$ cat src/rtl/instr_encoder.sv
// -----------------------------------------------------------------------------
// instr_encoder
//   Turns small instruction requests (lh, sh, andi, beq, add, sub) into RV32I
//   machine words. Each accepted legal word gets an address from a running
//   counter that starts at BASE_ADDR and steps by 4. Words are held in a
//   2-entry output FIFO. Illegal kinds and bad immediates are still consumed
//   but set a sticky error flag instead of producing a word.
//
// Ports
//   clk, rst          clock, asynchronous active-high reset
//   in_valid/in_ready request handshake
//   in_kind           0=lh 1=sh 2=andi 3=beq 4=add 5=sub 6/7=illegal
//   in_rd/rs1/rs2     register fields
//   in_imm            signed immediate (byte offset for beq)
//   clear_err         synchronous clear of err/err_cause
//   out_valid/ready   output handshake
//   out_instr         encoded word at the FIFO head
//   out_addr          address of out_instr
//   err, err_cause    sticky error, last cause (1 illegal, 2 range, 3 odd)
//   word_count        words pushed since reset, wraps at 2^16
// -----------------------------------------------------------------------------
module instr_encoder #(
  parameter logic [31:0] BASE_ADDR = 32'h0000_0000
) (
  input  logic        clk,
  input  logic        rst,
  input  logic        in_valid,
  output logic        in_ready,
  input  logic [2:0]  in_kind,
  input  logic [4:0]  in_rd,
  input  logic [4:0]  in_rs1,
  input  logic [4:0]  in_rs2,
  input  logic [31:0] in_imm,
  input  logic        clear_err,
  output logic        out_valid,
  input  logic        out_ready,
  output logic [31:0] out_instr,
  output logic [31:0] out_addr,
  output logic        err,
  output logic [1:0]  err_cause,
  output logic [15:0] word_count
);

  localparam logic [2:0] KIND_LH   = 3'd0;
  localparam logic [2:0] KIND_SH   = 3'd1;
  localparam logic [2:0] KIND_ANDI = 3'd2;
  localparam logic [2:0] KIND_BEQ  = 3'd3;
  localparam logic [2:0] KIND_ADD  = 3'd4;
  localparam logic [2:0] KIND_SUB  = 3'd5;

  localparam logic [1:0] CAUSE_NONE    = 2'd0;
  localparam logic [1:0] CAUSE_ILLEGAL = 2'd1;
  localparam logic [1:0] CAUSE_RANGE   = 2'd2;
  localparam logic [1:0] CAUSE_ODD     = 2'd3;

  localparam int IMM12_MIN = -2048;
  localparam int IMM12_MAX = 2047;
  localparam int BOFF_MIN  = -4096;
  localparam int BOFF_MAX  = 4094;

  // ---------------------------------------------------------------------------
  // Encoder / legality check
  // ---------------------------------------------------------------------------
  logic        legal;
  logic [1:0]  reject_cause;
  logic [31:0] enc_word;
  logic        imm12_ok;
  logic        boff_ok;

  assign imm12_ok = ($signed(in_imm) >= IMM12_MIN) && ($signed(in_imm) <= IMM12_MAX);
  assign boff_ok  = ($signed(in_imm) >= BOFF_MIN)  && ($signed(in_imm) <= BOFF_MAX);

  // NOTE: every output of a combinational block gets a default at the top so
  // no path through the case leaves it unassigned (that would infer a latch).
  always_comb begin
    legal        = 1'b0;
    reject_cause = CAUSE_NONE;
    enc_word     = '0;
    case (in_kind)
      KIND_LH: begin
        if (imm12_ok) begin
          legal    = 1'b1;
          enc_word = {in_imm[11:0], in_rs1, 3'b001, in_rd, 7'b0000011};
        end else begin
          reject_cause = CAUSE_RANGE;
        end
      end
      KIND_SH: begin
        if (imm12_ok) begin
          legal    = 1'b1;
          enc_word = {in_imm[11:5], in_rs2, in_rs1, 3'b001, in_imm[4:0], 7'b0100011};
        end else begin
          reject_cause = CAUSE_RANGE;
        end
      end
      KIND_ANDI: begin
        if (imm12_ok) begin
          legal    = 1'b1;
          enc_word = {in_imm[11:0], in_rs1, 3'b111, in_rd, 7'b0010011};
        end else begin
          reject_cause = CAUSE_RANGE;
        end
      end
      KIND_BEQ: begin
        // An odd offset is reported as such even when it is also out of range.
        if (in_imm[0]) begin
          reject_cause = CAUSE_ODD;
        end else if (!boff_ok) begin
          reject_cause = CAUSE_RANGE;
        end else begin
          legal    = 1'b1;
          enc_word = {in_imm[12], in_imm[10:5], in_rs2, in_rs1, 3'b000,
                      in_imm[4:1], in_imm[11], 7'b1100011};
        end
      end
      KIND_ADD: begin
        legal    = 1'b1;
        enc_word = {7'h00, in_rs2, in_rs1, 3'b000, in_rd, 7'b0110011};
      end
      KIND_SUB: begin
        legal    = 1'b1;
        enc_word = {7'h20, in_rs2, in_rs1, 3'b000, in_rd, 7'b0110011};
      end
      default: begin
        reject_cause = CAUSE_ILLEGAL;
      end
    endcase
  end

  // ---------------------------------------------------------------------------
  // Handshakes
  // ---------------------------------------------------------------------------
  logic [1:0]  count_q, count_d;
  logic        rd_ptr_q, wr_ptr_q;
  logic        accept, push, pop, reject;

  // in_ready depends only on registered occupancy, never on out_ready.
  assign in_ready  = (count_q != 2'd2);
  assign out_valid = (count_q != 2'd0);
  assign accept    = in_valid && in_ready;
  assign push      = accept && legal;
  assign reject    = accept && !legal;
  assign pop       = out_valid && out_ready;

  // ---------------------------------------------------------------------------
  // FIFO storage
  // ---------------------------------------------------------------------------
  logic [31:0] instr_mem_q [2];
  logic [31:0] addr_mem_q  [2];
  logic [31:0] addr_q, addr_d;

  // NOTE: the storage array has no reset; an entry is only ever read after it
  // has been written, and the outputs are forced to zero while the FIFO is empty.
  always_ff @(posedge clk) begin
    if (push) begin
      instr_mem_q[wr_ptr_q] <= enc_word;
      addr_mem_q[wr_ptr_q]  <= addr_q;
    end
  end

  assign out_instr = out_valid ? instr_mem_q[rd_ptr_q] : '0;
  assign out_addr  = out_valid ? addr_mem_q[rd_ptr_q]  : '0;

  // ---------------------------------------------------------------------------
  // Next-state logic
  // ---------------------------------------------------------------------------
  logic [15:0] wc_q, wc_d;
  logic        err_q, err_d;
  logic [1:0]  cause_q, cause_d;

  always_comb begin
    count_d = count_q;
    case ({push, pop})
      2'b10:   count_d = count_q + 2'd1;
      2'b01:   count_d = count_q - 2'd1;
      default: count_d = count_q;
    endcase

    addr_d = push ? addr_q + 32'd4 : addr_q;
    wc_d   = push ? wc_q + 16'd1   : wc_q;

    // A rejection in the same cycle as clear_err leaves the error set.
    err_d   = err_q;
    cause_d = cause_q;
    if (reject) begin
      err_d   = 1'b1;
      cause_d = reject_cause;
    end else if (clear_err) begin
      err_d   = 1'b0;
      cause_d = CAUSE_NONE;
    end
  end

  // NOTE: sequential state uses non-blocking assignments so every register
  // samples the pre-edge values regardless of statement order.
  always_ff @(posedge clk or posedge rst) begin
    if (rst) begin
      count_q  <= 2'd0;
      rd_ptr_q <= 1'b0;
      wr_ptr_q <= 1'b0;
      addr_q   <= BASE_ADDR;
      wc_q     <= 16'd0;
      err_q    <= 1'b0;
      cause_q  <= CAUSE_NONE;
    end else begin
      count_q  <= count_d;
      rd_ptr_q <= rd_ptr_q ^ pop;
      wr_ptr_q <= wr_ptr_q ^ push;
      addr_q   <= addr_d;
      wc_q     <= wc_d;
      err_q    <= err_d;
      cause_q  <= cause_d;
    end
  end

  assign err        = err_q;
  assign err_cause  = cause_q;
  assign word_count = wc_q;

endmodule

$ cat config.mk
export PLATFORM = sky130hd
export DESIGN_NAME = instr_encoder
export DESIGN_NICKNAME = d
export VERILOG_FILES = /design/src/rtl/instr_encoder.sv
export SDC_FILE = /design/constraint.sdc
export NUM_CORES = 1
export LEC_CHECK = 0
export BUFFER_PORTS_ARGS = -buffer_cell sky130_fd_sc_hd__clkbuf_2
export CORE_MARGIN = 3
export CORE_UTILIZATION = 44
export DETAILED_ROUTE_END_ITERATION = 16
export PLACE_DENSITY = 0.66
export SLEW_MARGIN = 20
export SYNTH_ARGS = -nofsm -noshare
export SYNTH_HDL_FRONTEND = slang
export SYNTH_SLANG_ARGS = --single-unit
$ cat constraint.sdc
create_clock -name clk -period 7.35 [get_ports clk]
set_clock_uncertainty 0.15 [all_clocks]
set_input_delay 0.3675 -clock clk [delete_from_list [all_inputs] [get_ports clk]]
set_output_delay 0.3675 -clock clk [all_outputs]
set_load 0.02 [all_outputs]
==> results of run 1 <==
## flip-flops by register name (all words and copies together) (netlist names)
register     flops
addr_mem_q      60
instr_mem_q     56
addr_q          30
word_count      16
count_q          2
err_cause        2
err              1
rd_ptr_q         1
wr_ptr_q         1
## logic make-up (layout without fill, tap and decap cells)
| logic type | Yosys count | count (layout) | share of synthesized area |
|---|---|---|---|
| compound gates | 31 | 31 | 0.0349 |
| flops | 169 | 169 | 0.663 |
| buf+inv | 38 | 186 | 0.0235 |
| mux | 58 | 58 | 0.0801 |
| xor+xnor | 48 | 48 | 0.0580 |
| simple gates | 192 | 192 | 0.131 |
| fa+ha+maj | 5 | 5 | 0.00863 |
| other cells | 1 | 4 | 0.000517 |
## stage by stage
step | setup slack, ns | util | area (um2)
2_1_floorplan | 3.45 | - | 7260
3_3_place_gp | 3.33 | 0.509 | 8140
3_5_place_dp | 3.27 | 0.509 | 8140
4_1_cts | 3.70 | 0.545 | 8720
5_1_grt | 3.48 | 0.545 | 8720
6_report | 3.74 | 0.545 | 8720
## worst max path at each step
stage                     from  slack (ns)  cells past startpoint                          end
global route        in_imm[15]        3.48                     10   addr_mem_q[1][3]$_DFFE_PP_
CTS                 in_imm[15]        3.70                     10  addr_mem_q[1][12]$_DFFE_PP_
global placement    in_imm[15]        3.33                     10  addr_mem_q[1][15]$_DFFE_PP_
floorplan           in_imm[15]        3.45                      8  addr_mem_q[1][10]$_DFFE_PP_
detailed placement  in_imm[15]        3.27                     10  addr_mem_q[1][17]$_DFFE_PP_
finish              in_imm[15]        3.74                     10  addr_mem_q[1][18]$_DFFE_PP_
## layer usage
layer | up-vias | global-route usage | wire length, um
met2 | 146 | 0.280 | 7240
li1 | 2233 | - | -
met1 | 2287 | 0.237 | 6990
met5 | - | 0 | 0
met3 | 25 | 0.0334 | 744
met4 | 0 | 0.0684 | 325
## power by group through the flow
stage | clock [W] | combinational, W | sequential [W]
after floorplan | 0 | 0.000586 | 0.00117
after global placement | 0 | 0.000769 | 0.00125
after detailed placement | 0 | 0.000781 | 0.00125
after CTS | 0.000863 | 0.000784 | 0.00124
after global routing | 0.000908 | 0.000838 | 0.00125
final | 0.000847 | 0.000771 | 0.00123
## layout by cell type, fill, tap and decap left out, drive strengths merged, types with 6 or more instances in the layout
| cell | synthesis | final |
|---|---|---|
| nor2 | 69 | 69 |
| clkbuf | 11 | 157 |
| edfxtp | 116 | 116 |
| xnor2 | 36 | 36 |
| xor2 | 12 | 12 |
| nand3 | 19 | 19 |
| dfrtp | 53 | 53 |
| mux2i | 58 | 58 |
| nand2 | 31 | 31 |
| and3 | 9 | 9 |
| nand4 | 14 | 14 |
| inv | 13 | 15 |
| nor3 | 12 | 12 |
| o21ai | 6 | 6 |
| nor2b | 11 | 11 |
| a22o | 9 | 9 |
## area by class of cell
cell class,count,area share
Clock buffer,22,0.0545
Timing Repair Buffer,141,0.0830
Multi-Input combinational cell,338,0.263
Clock inverter,10,0.0105
Tap cell,216,0.0310
Inverter,13,0.00560
Sequential cell,169,0.552
## critical path, stage by stage
cell and delay, ns:
sky130_fd_sc_hd__clkbuf_2 0.09, sky130_fd_sc_hd__or4_1 0.51, sky130_fd_sc_hd__nor2_1 0.19, sky130_fd_sc_hd__nand2_2 0.12
sky130_fd_sc_hd__a211oi_4 0.40, sky130_fd_sc_hd__o31ai_2 0.09, sky130_fd_sc_hd__buf_4 0.21, sky130_fd_sc_hd__inv_2 0.28
sky130_fd_sc_hd__ha_2 0.67, sky130_fd_sc_hd__buf_4 0.55
==> flow_summary.ini, run 1 <==
[outcome]
outcome = completed

[sta]
fin_crit_sh = 0.491
totalNegativeSetupSlack_ns = 0
hold_viol = 0
slew_violations = 0
slew_headroom = 0.276
hold-worst-slack_ns = 0.0204
timing_worst_slew_pin_value_ns = 1.09
achievable-frequency_ghz = 0.277
setup_viol = 0
grt_setup_unrepaired = false
post-route-min-period_ns = 3.61

[critical_path]
worst_r2r_startpoint = count_q[0]$_DFFE_PP0P_
arrival_time_at_the_worst_endpoint_ns = 3.52
reg2reg_to = addr_mem_q[1][18]$_DFFE_PP_
setup.reg_to_reg.worst_slack_ns = 4.10
timing_worst_setup_path_type = in -> reg
timing.critical_path.from_type = primary input
worstSetupEndpointType = flop
crit_path_max_fanout = 36
timing.reg2reg.worst_path_depth = 7
crit_required_ns = 7.26

[routing]
post_drt_via_cell_ratio = 5.16
drcViolationCount = 0
drtIter0Drc = 289
overall_routed_net_length_mm = 15.3
drtAntennaViolNets = 0
detailroute.via_count = 4691
detail_route.wl_per_cell_um = 16.8
pre_repair_dr_iteration_count = 5

[finish]
area.sequential_um2 = 4810
multiInputGateArea_um2 = 2290
final_layout_size_suffix_gt1_frac = 0.264
nNetsFinal = 740
fillCellCount = 1392
fin_cells = 909
insertedDiodeCount = 0
syn2layout_area_growth_pct = 20.2

[floorplan]
pin_count = 140
die-area_um2 = 18100
fp.dieH_um = 134
floorplan.initialDensity = 0.453
placement_rows = 46
coreArea_um2 = 16000
die_w_um = 134

[synth]
synth-warning-count = 0
avgSynthCellArea_um2 = 13.4
synth_async_sr_flop_share = 0.314
postSynth.topFlopCell = sky130_fd_sc_hd__edfxtp_1
post_syn_instances = 542
number_of_storage_elements_in_the_synthesis_netlist = 169
synth_top_area_frac = 0.480
synthesis.area_um2 = 7250
ranking_of_synthesized_cells_by_area = sky130_fd_sc_hd__edfxtp_1 (48%), sky130_fd_sc_hd__dfrtp_1 (18%), sky130_fd_sc_hd__mux2i_1 (8.0%), sky130_fd_sc_hd__xnor2_1 (4.3%), sky130_fd_sc_hd__nor2_1 (3.6%)
synth-seq-area-share = 0.663
synth-edff-count = 116
yosys-top-cells-count = sky130_fd_sc_hd__edfxtp_1 (116), sky130_fd_sc_hd__nor2_1 (69), sky130_fd_sc_hd__mux2i_1 (58)
synthMostInstantiatedCell = sky130_fd_sc_hd__edfxtp_1
synth_area_leader_cell = sky130_fd_sc_hd__edfxtp_1
netlist-cell-type-count = 48

[pwr]
p_comb_frac = 0.270
sw_frac_of_total = 0.341
power.leakage_nw = 3.79
intPower_w = 0.00188
totalPowerFinal_w = 0.00285
clk_pwr_share = 0.297
ir_worst_vdd_mv = 0.236
seqPwrFrac = 0.433
p_per_area_nw_per_um2 = 327
power.switching_w = 0.000972

[grt]
grt.overflow.total = 0
antenna_found_initial = 0
grt_pass1_wl_mm = 24.6
grt_max_degree = 60
grt_usage = 0.174
via_count_of_the_first_global_routing_pass = 4734

[clock_network]
number_of_buffers_inserted_to_repair_setup_after_cts = 0
path_clk_slew_ns = 0.06
cts.root.buffer_cell = sky130_fd_sc_hd__clkbuf_16
cts.htree.levels = 4
postCtsResizedCells = 0
numCtsBuffers = 17
tritoncts = done
source_to_sink_clock_delay_at_the_later_pin_of_the_worst_skew_pair_ns = 0.42
cts.sinks = 169
number_of_buffers_on_the_longest_clock_path = 2
hold_buffers = 1

[placement]
port_buffers = 135
detailed_place_hpwl_mm = 10.5
placer_s_final_routability_congestion_estimate = 0.815
placed_cells = 876

[min_path]
hold_path.class = in -> reg
hold_end = err$_DFFE_PP0P_
hold_depth = 2
hold_start = clear_err

[job]
max_cap_violations = 0
(Power assumes the default switching activity.)
==> run 2, diff against run 1 <==
Settings changed: PLACE_DENSITY 0.66 to 0.68.
Clock period 7.35 ns to 3.21 ns, I/O delays scaled along.
==> run 2 against run 1 <==
- routed wire length grew 6.6%
- sequential cell count stayed put
- global-route usage grew 1.0 points
==> flow_summary.ini, run 2 (synthesized netlist as in run 1, its figures left out) <==
[outcome]
outcome = completed

[clock_network]
cts.htree.levels = 4
cts.sinks = 169
cts.root.buffer_cell = sky130_fd_sc_hd__clkbuf_16
postCtsResizedCells = 0
number_of_buffers_on_the_longest_clock_path = 2
source_to_sink_clock_delay_at_the_later_pin_of_the_worst_skew_pair_ns = 0.42
tritoncts = done
number_of_buffers_inserted_to_repair_setup_after_cts = 0
hold_buffers = 36
path_clk_slew_ns = 0.06
numCtsBuffers = 17

[grt]
grt_usage = 0.185
grt.overflow.total = 0
grt_max_degree = 37
antenna_found_initial = 0
via_count_of_the_first_global_routing_pass = 5135
grt_pass1_wl_mm = 26.0

[sta]
hold_viol = 0
slew_headroom = 0.502
post-route-min-period_ns = 3.02
achievable-frequency_ghz = 0.331
setup_viol = 0
grt_setup_unrepaired = false
timing_worst_slew_pin_value_ns = 0.737
totalNegativeSetupSlack_ns = 0
slew_violations = 0
fin_crit_sh = 0.942
finalWorstSetupSlack_ns = 0.186

[finish]
final_layout_size_suffix_gt1_frac = 0.265
largest-register = addr_mem_q
commonest_cells_after_routing_fill_and_taps_aside = sky130_fd_sc_hd__clkbuf_2 (135), sky130_fd_sc_hd__edfxtp_1 (116), sky130_fd_sc_hd__nor2_1 (68)
insertedDiodeCount = 0
mostFrequentLayoutCell = sky130_fd_sc_hd__clkbuf_2
largestRegisters = addr_mem_q x60, instr_mem_q x56, addr_q x30
fillCellCount = 1344
design_area_um2 = 9170
syn2layout_area_growth_pct = 26.5
flip_flop_count_of_the_largest_register_all_copies_and_words_added = 60
nNetsFinal = 784

[pwr]
power.leakage_nw = 4.00
p_per_area_nw_per_um2 = 722
ir_worst_vdd_mv = 0.420

[floorplan]
fp.dieH_um = 134
floorplan.initialDensity = 0.453
die-area_um2 = 18100
pin_count = 140
die_w_um = 134
placement_rows = 46
coreArea_um2 = 16000

[routing]
drtAntennaViolNets = 0
pre_repair_dr_iteration_count = 5
detail_route.wl_per_cell_um = 17.1
drcViolationCount = 0
overall_routed_net_length_mm = 16.3
drtIter0Drc = 289
post_drt_via_cell_ratio = 5.15
detailroute.via_count = 4909

[job]
max_cap_violations = 0

[critical_path]
crit_required_ns = 3.34
worstSetupEndpointType = flop
cpLargestDelayFamily = buffers and inverters
cp_num_buf_inv = 3
critical_path.cell_chain = dlygate4sd3_1 > clkbuf_2 > or4_1 > nor2_1 > and3b_1 > nor2_1 > o31ai_1 > a22o_1 > dlygate4sd3_1
critical-path-max-stage-delay_ns = 0.58
arrival_time_at_the_worst_endpoint_ns = 3.15
timing.critical_path.from_type = primary input
timing_worst_setup_path_type = in -> reg
crit_path_top_delay_cell = sky130_fd_sc_hd__dlygate4sd3_1
crit_path_max_fanout = 5

[placement]
detailed_place_hpwl_mm = 10.9
placer_s_final_routability_congestion_estimate = 0.809
port_buffers = 135
dp_worst_setup_slack_ns = 0.433
post_dp_cell_area_um2 = 8250

[min_path]
hold_path.class = in -> reg
run 2: cell types whose count changed in the layout (fill, tap and decap cells not counted), sizes merged:
cell	delta
clkbuf	-5
buf	+9
clkinv	+2
inv	+4
dlygate4sd3	+35
clkinvlp	-1
run 2: stage by stage:
step | total power [W] | util | cells | hold slack [ns]
floorplan | 0.00402 | - | 545 | 0.119
global placement | 0.00465 | 0.515 | 885 | 0.172
detailed placement | 0.00469 | 0.515 | 885 | 0.166
CTS | 0.00666 | 0.573 | 953 | 0.0226
global route | 0.00692 | 0.573 | 953 | 0.0636
finish | 0.00662 | 0.573 | 953 | 0.0552
run 2: metal layers:
| layer | share of wire | track usage | vias to the layer above |
|---|---|---|---|
| li1 | - | - | 2304 |
| met1 | 0.43 | 0.230 | 2423 |
| met2 | 0.50 | 0.317 | 162 |
| met3 | 0.055 | 0.0386 | 20 |
| met4 | 0.016 | 0.0730 | 0 |
| met5 | 0 | 0 | - |
run 2: power by group:
part | internal, W | switching (W)
clock network | 0.00108 | 0.000858
registers | 0.00251 | 0.000215
logic | 0.000712 | 0.00124
run 2: path summary, 6_finish.rpt:
kind,start,endpoint,slack (ns),cells after the start
max,in_imm[12],instr_mem_q[0][8]$_DFFE_PP_,0.19,9
max reg2reg,addr_q[6]$_DFFE_PP0P_,addr_q[21]$_DFFE_PP0P_,0.77,7
min in group asynchronous,rst,addr_q[23]$_DFFE_PP0P_,0.25,3
max in group asynchronous,rst,word_count[6]$_DFFE_PP0P_,1.88,4
min reg2reg,word_count[15]$_DFFE_PP0P_,word_count[15]$_DFFE_PP0P_,0.32,1
min,in_imm[11],instr_mem_q[1][31]$_DFFE_PP_,0.06,3
run 2: worst register-to-register path, stage by stage, from the launching register on:
cell	delay, ns
sky130_fd_sc_hd__dfrtp_1	0.45
sky130_fd_sc_hd__and4_1	0.33
sky130_fd_sc_hd__and4_1	0.29
sky130_fd_sc_hd__nand4_1	0.19
sky130_fd_sc_hd__nor2_1	0.27
sky130_fd_sc_hd__o311ai_0	0.31
sky130_fd_sc_hd__nor2_1	0.21
sky130_fd_sc_hd__xor2_1	0.15
run 2: area by class of cell:
class,count,area (um2),share of cell area
Timing Repair Buffer,185,1180,0.129
Tap cell,216,270,0.0295
Inverter,13,48.8,0.00532
Sequential cell,169,4810,0.525
Clock inverter,15,140,0.0153
Multi-Input combinational cell,338,2290,0.250
Clock buffer,17,425,0.0464
==> run 3, diff against run 2 <==
--- a/config.mk
+++ b/config.mk
@@ -7,7 +7,7 @@
 export LEC_CHECK = 0
+export ABC_AREA = 1
 export BUFFER_PORTS_ARGS = -buffer_cell sky130_fd_sc_hd__clkbuf_2
 export CORE_MARGIN = 3
-export CORE_UTILIZATION = 44
+export CORE_UTILIZATION = 33
 export DETAILED_ROUTE_END_ITERATION = 16
-export PLACE_DENSITY = 0.68
 export SLEW_MARGIN = 20
--- a/constraint.sdc
+++ b/constraint.sdc
@@ -4,2 +4,2 @@
 set_output_delay 0.1605 -clock clk [all_outputs]
-set_load 0.02 [all_outputs]
+set_load 0.1 [all_outputs]
==> run 3 against run 2 <==
- critical path depth up 5
- synthesized cell count up 72%
- via count up 35%
==> flow_summary.ini, run 3 <==
[finish]
largestRegisters = addr_mem_q x60, instr_mem_q x56, addr_q x30
fillCellCount = 2388
nNetsFinal = 1152
commonest_cells_after_routing_fill_and_taps_aside = sky130_fd_sc_hd__nand2_1 (350), sky130_fd_sc_hd__clkbuf_2 (128), sky130_fd_sc_hd__edfxtp_1 (116)
mostFrequentLayoutCell = sky130_fd_sc_hd__nand2_1
flip_flop_count_of_the_largest_register_all_copies_and_words_added = 60
largest-register = addr_mem_q
layout.core_utilization = 0.420
syn2layout_area_growth_pct = 24.4
area.sequential_um2 = 4810
fin_cells = 1429
final_layout_size_suffix_gt1_frac = 0.177
multiInputGateArea_um2 = 3030
design_area_um2 = 10300
insertedDiodeCount = 0

[clock_network]
cts.sinks = 169
tritoncts = done
hold_buffers = 34
number_of_buffers_inserted_to_repair_setup_after_cts = 0
source_to_sink_clock_delay_at_the_later_pin_of_the_worst_skew_pair_ns = 0.42
numCtsBuffers = 17
cts.htree.levels = 4
number_of_buffers_on_the_longest_clock_path = 2
postCtsResizedCells = 0
path_clk_slew_ns = 0.07
cts.root.buffer_cell = sky130_fd_sc_hd__clkbuf_16

[critical_path]
cp_num_buf_inv = 4
critical_path.cell_chain = dlygate4sd3_1 > clkbuf_2 > nand2_1 > nor2_1 > nand2_1 > nor2_1 > nand2_1 > nand3_1 > nand3_2 > nand2_2 > nand2_2 > inv_1 > ha_2 > buf_12
crit_required_ns = 3.15
worstSetupEndpointType = flop
timing_worst_setup_path_type = in -> reg
timing.critical_path.from_type = primary input
crit_path_max_fanout = 58
cpLargestDelayFamily = buffers and inverters
critical-path-max-stage-delay_ns = 0.54
crit_path_top_delay_cell = sky130_fd_sc_hd__dlygate4sd3_1
arrival_time_at_the_worst_endpoint_ns = 2.62
critPathMostFrequentCell = sky130_fd_sc_hd__nand2_1

[floorplan]
coreArea_um2 = 24500
die_w_um = 164
pin_count = 140
die-area_um2 = 27000
floorplan.initialDensity = 0.338
placement_rows = 57
fp.dieH_um = 164

[synth]
synthMostInstantiatedCell = sky130_fd_sc_hd__nand2_1
synth-seq-area-share = 0.583
number_of_storage_elements_in_the_synthesis_netlist = 169
synth-edff-count = 116
post_syn_instances = 931
synth_top_area_frac = 0.422
synth_area_leader_cell = sky130_fd_sc_hd__edfxtp_1
synth_async_sr_flop_share = 0.314
ranking_of_synthesized_cells_by_area = sky130_fd_sc_hd__edfxtp_1 (42%), sky130_fd_sc_hd__dfrtp_1 (16%), sky130_fd_sc_hd__nand2_1 (16%), sky130_fd_sc_hd__nand3_1 (4.5%), sky130_fd_sc_hd__nor2_1 (3.9%)
postSynth.topFlopCell = sky130_fd_sc_hd__edfxtp_1
yosys-top-cells-count = sky130_fd_sc_hd__nand2_1 (350), sky130_fd_sc_hd__edfxtp_1 (116), sky130_fd_sc_hd__nor2_1 (85)
avgSynthCellArea_um2 = 8.87
netlist-cell-type-count = 29
synthesis.area_um2 = 8260
synth-warning-count = 0

[sta]
setup_viol = 0
slew_headroom = 0.546
timing_worst_slew_pin_value_ns = 0.680
finalWorstSetupSlack_ns = 0.529
post-route-min-period_ns = 2.68
achievable-frequency_ghz = 0.373
slew_violations = 0
grt_setup_unrepaired = false
hold_viol = 0
fin_crit_sh = 0.835

[placement]
detailed_place_hpwl_mm = 13.8
port_buffers = 135
placer_s_final_routability_congestion_estimate = 0.900
dp_worst_setup_slack_ns = 0.636
post_dp_cell_area_um2 = 9290
placed_cells = 1363

[grt]
antenna_found_initial = 0
grt_usage = 0.155
grt_max_degree = 60
grt.overflow.total = 0
via_count_of_the_first_global_routing_pass = 6388
grt_pass1_wl_mm = 33.1

[outcome]
outcome = completed

[pwr]
power.leakage_nw = 4.60
p_per_area_nw_per_um2 = 1040
totalPowerFinal_w = 0.0106
ir_worst_vdd_mv = 0.830

[job]
max_cap_violations = 0

[routing]
drcViolationCount = 0
route.met2.wl_mm = 9.59
detailroute.via_count = 6609
pre_repair_dr_iteration_count = 5
detail_route.wl_per_cell_um = 14.2
drtIter0Drc = 475
overall_routed_net_length_mm = 20.3
met1_length_mm = 9.35
met3_wirelength_um = 966
maxUsedRoutingLayer = met4
drtAntennaViolNets = 0
post_drt_via_cell_ratio = 4.62

[min_path]
hold_path.class = in -> reg
[run 3: cell type report]
| class | instances | area share |
|---|---|---|
| flip-flops and latches | 169 | 0.469 |
| multi-input cells | 661 | 0.295 |
| repair buffers | 180 | 0.112 |
| clock buffers | 17 | 0.0414 |
| well taps | 324 | 0.0395 |
| inverters | 63 | 0.0230 |
| clock inverters | 15 | 0.0205 |
[run 3: tightest hold or removal path: stages]
cell                       delay [ns]
sky130_fd_sc_hd__clkbuf_2        0.14
sky130_fd_sc_hd__nor3_2          0.08
sky130_fd_sc_hd__nand2_1         0.05
sky130_fd_sc_hd__nand2_1         0.04
sky130_fd_sc_hd__nand2_1         0.06
sky130_fd_sc_hd__nand2_1         0.05
[run 3: per-layer routing]
layer / global-route usage / vias to the layer above
li1: - / 3351
met1: 0.205 / 3050
met2: 0.256 / 175
met3: 0.0315 / 33
met4: 0.0515 / 0
met5: 0 / -
[run 3: report_power, final]
group          internal [W]  switching [W]  total, W
Sequential          0.00254       0.000139   0.00268
Combinational      0.000796        0.00502   0.00581
Clock               0.00120       0.000939   0.00214
Total               0.00454        0.00609    0.0106
[run 3: path summary, 6_finish.rpt]
kind / cells after the start / start / endpoint / slack, ns
max in group asynchronous: 4 / rst / addr_q[23]$_DFFE_PP0P_ / 2.08
hold / removal: 6 / in_kind[2] / err_cause[0]$_DFFE_PP0P_ / 0.04
hold reg to reg: 0 / addr_q[29]$_DFFE_PP0P_ / addr_mem_q[0][29]$_DFFE_PP_ / 0.37
setup / recovery: 14 / in_imm[1] / addr_mem_q[0][3]$_DFFE_PP_ / 0.53
setup reg to reg: 8 / count_q[0]$_DFFE_PP0P_ / addr_mem_q[0][3]$_DFFE_PP_ / 0.89
min in group asynchronous: 3 / rst / word_count[5]$_DFFE_PP0P_ / 0.17
[run 3: cell families after synthesis]
family          Yosys count  share of synthesized area
simple gates            544                      0.269
compound gates           65                     0.0403
buf+inv                 104                     0.0549
fa+ha+maj                 5                    0.00758
other cells               1                   0.000454
flops                   169                      0.583
xor+xnor                 43                     0.0456
[run 3: stage by stage]
| step | hold slack, ns | setup TNS, ns |
|---|---|---|
| after floorplan | 0.179 | -53.59 |
| after global placement | 0.0810 | 0 |
| after detailed placement | 0.0900 | 0 |
| after CTS | 0.0263 | 0 |
| after global routing | 0.0516 | 0 |
| final | 0.0444 | 0 |
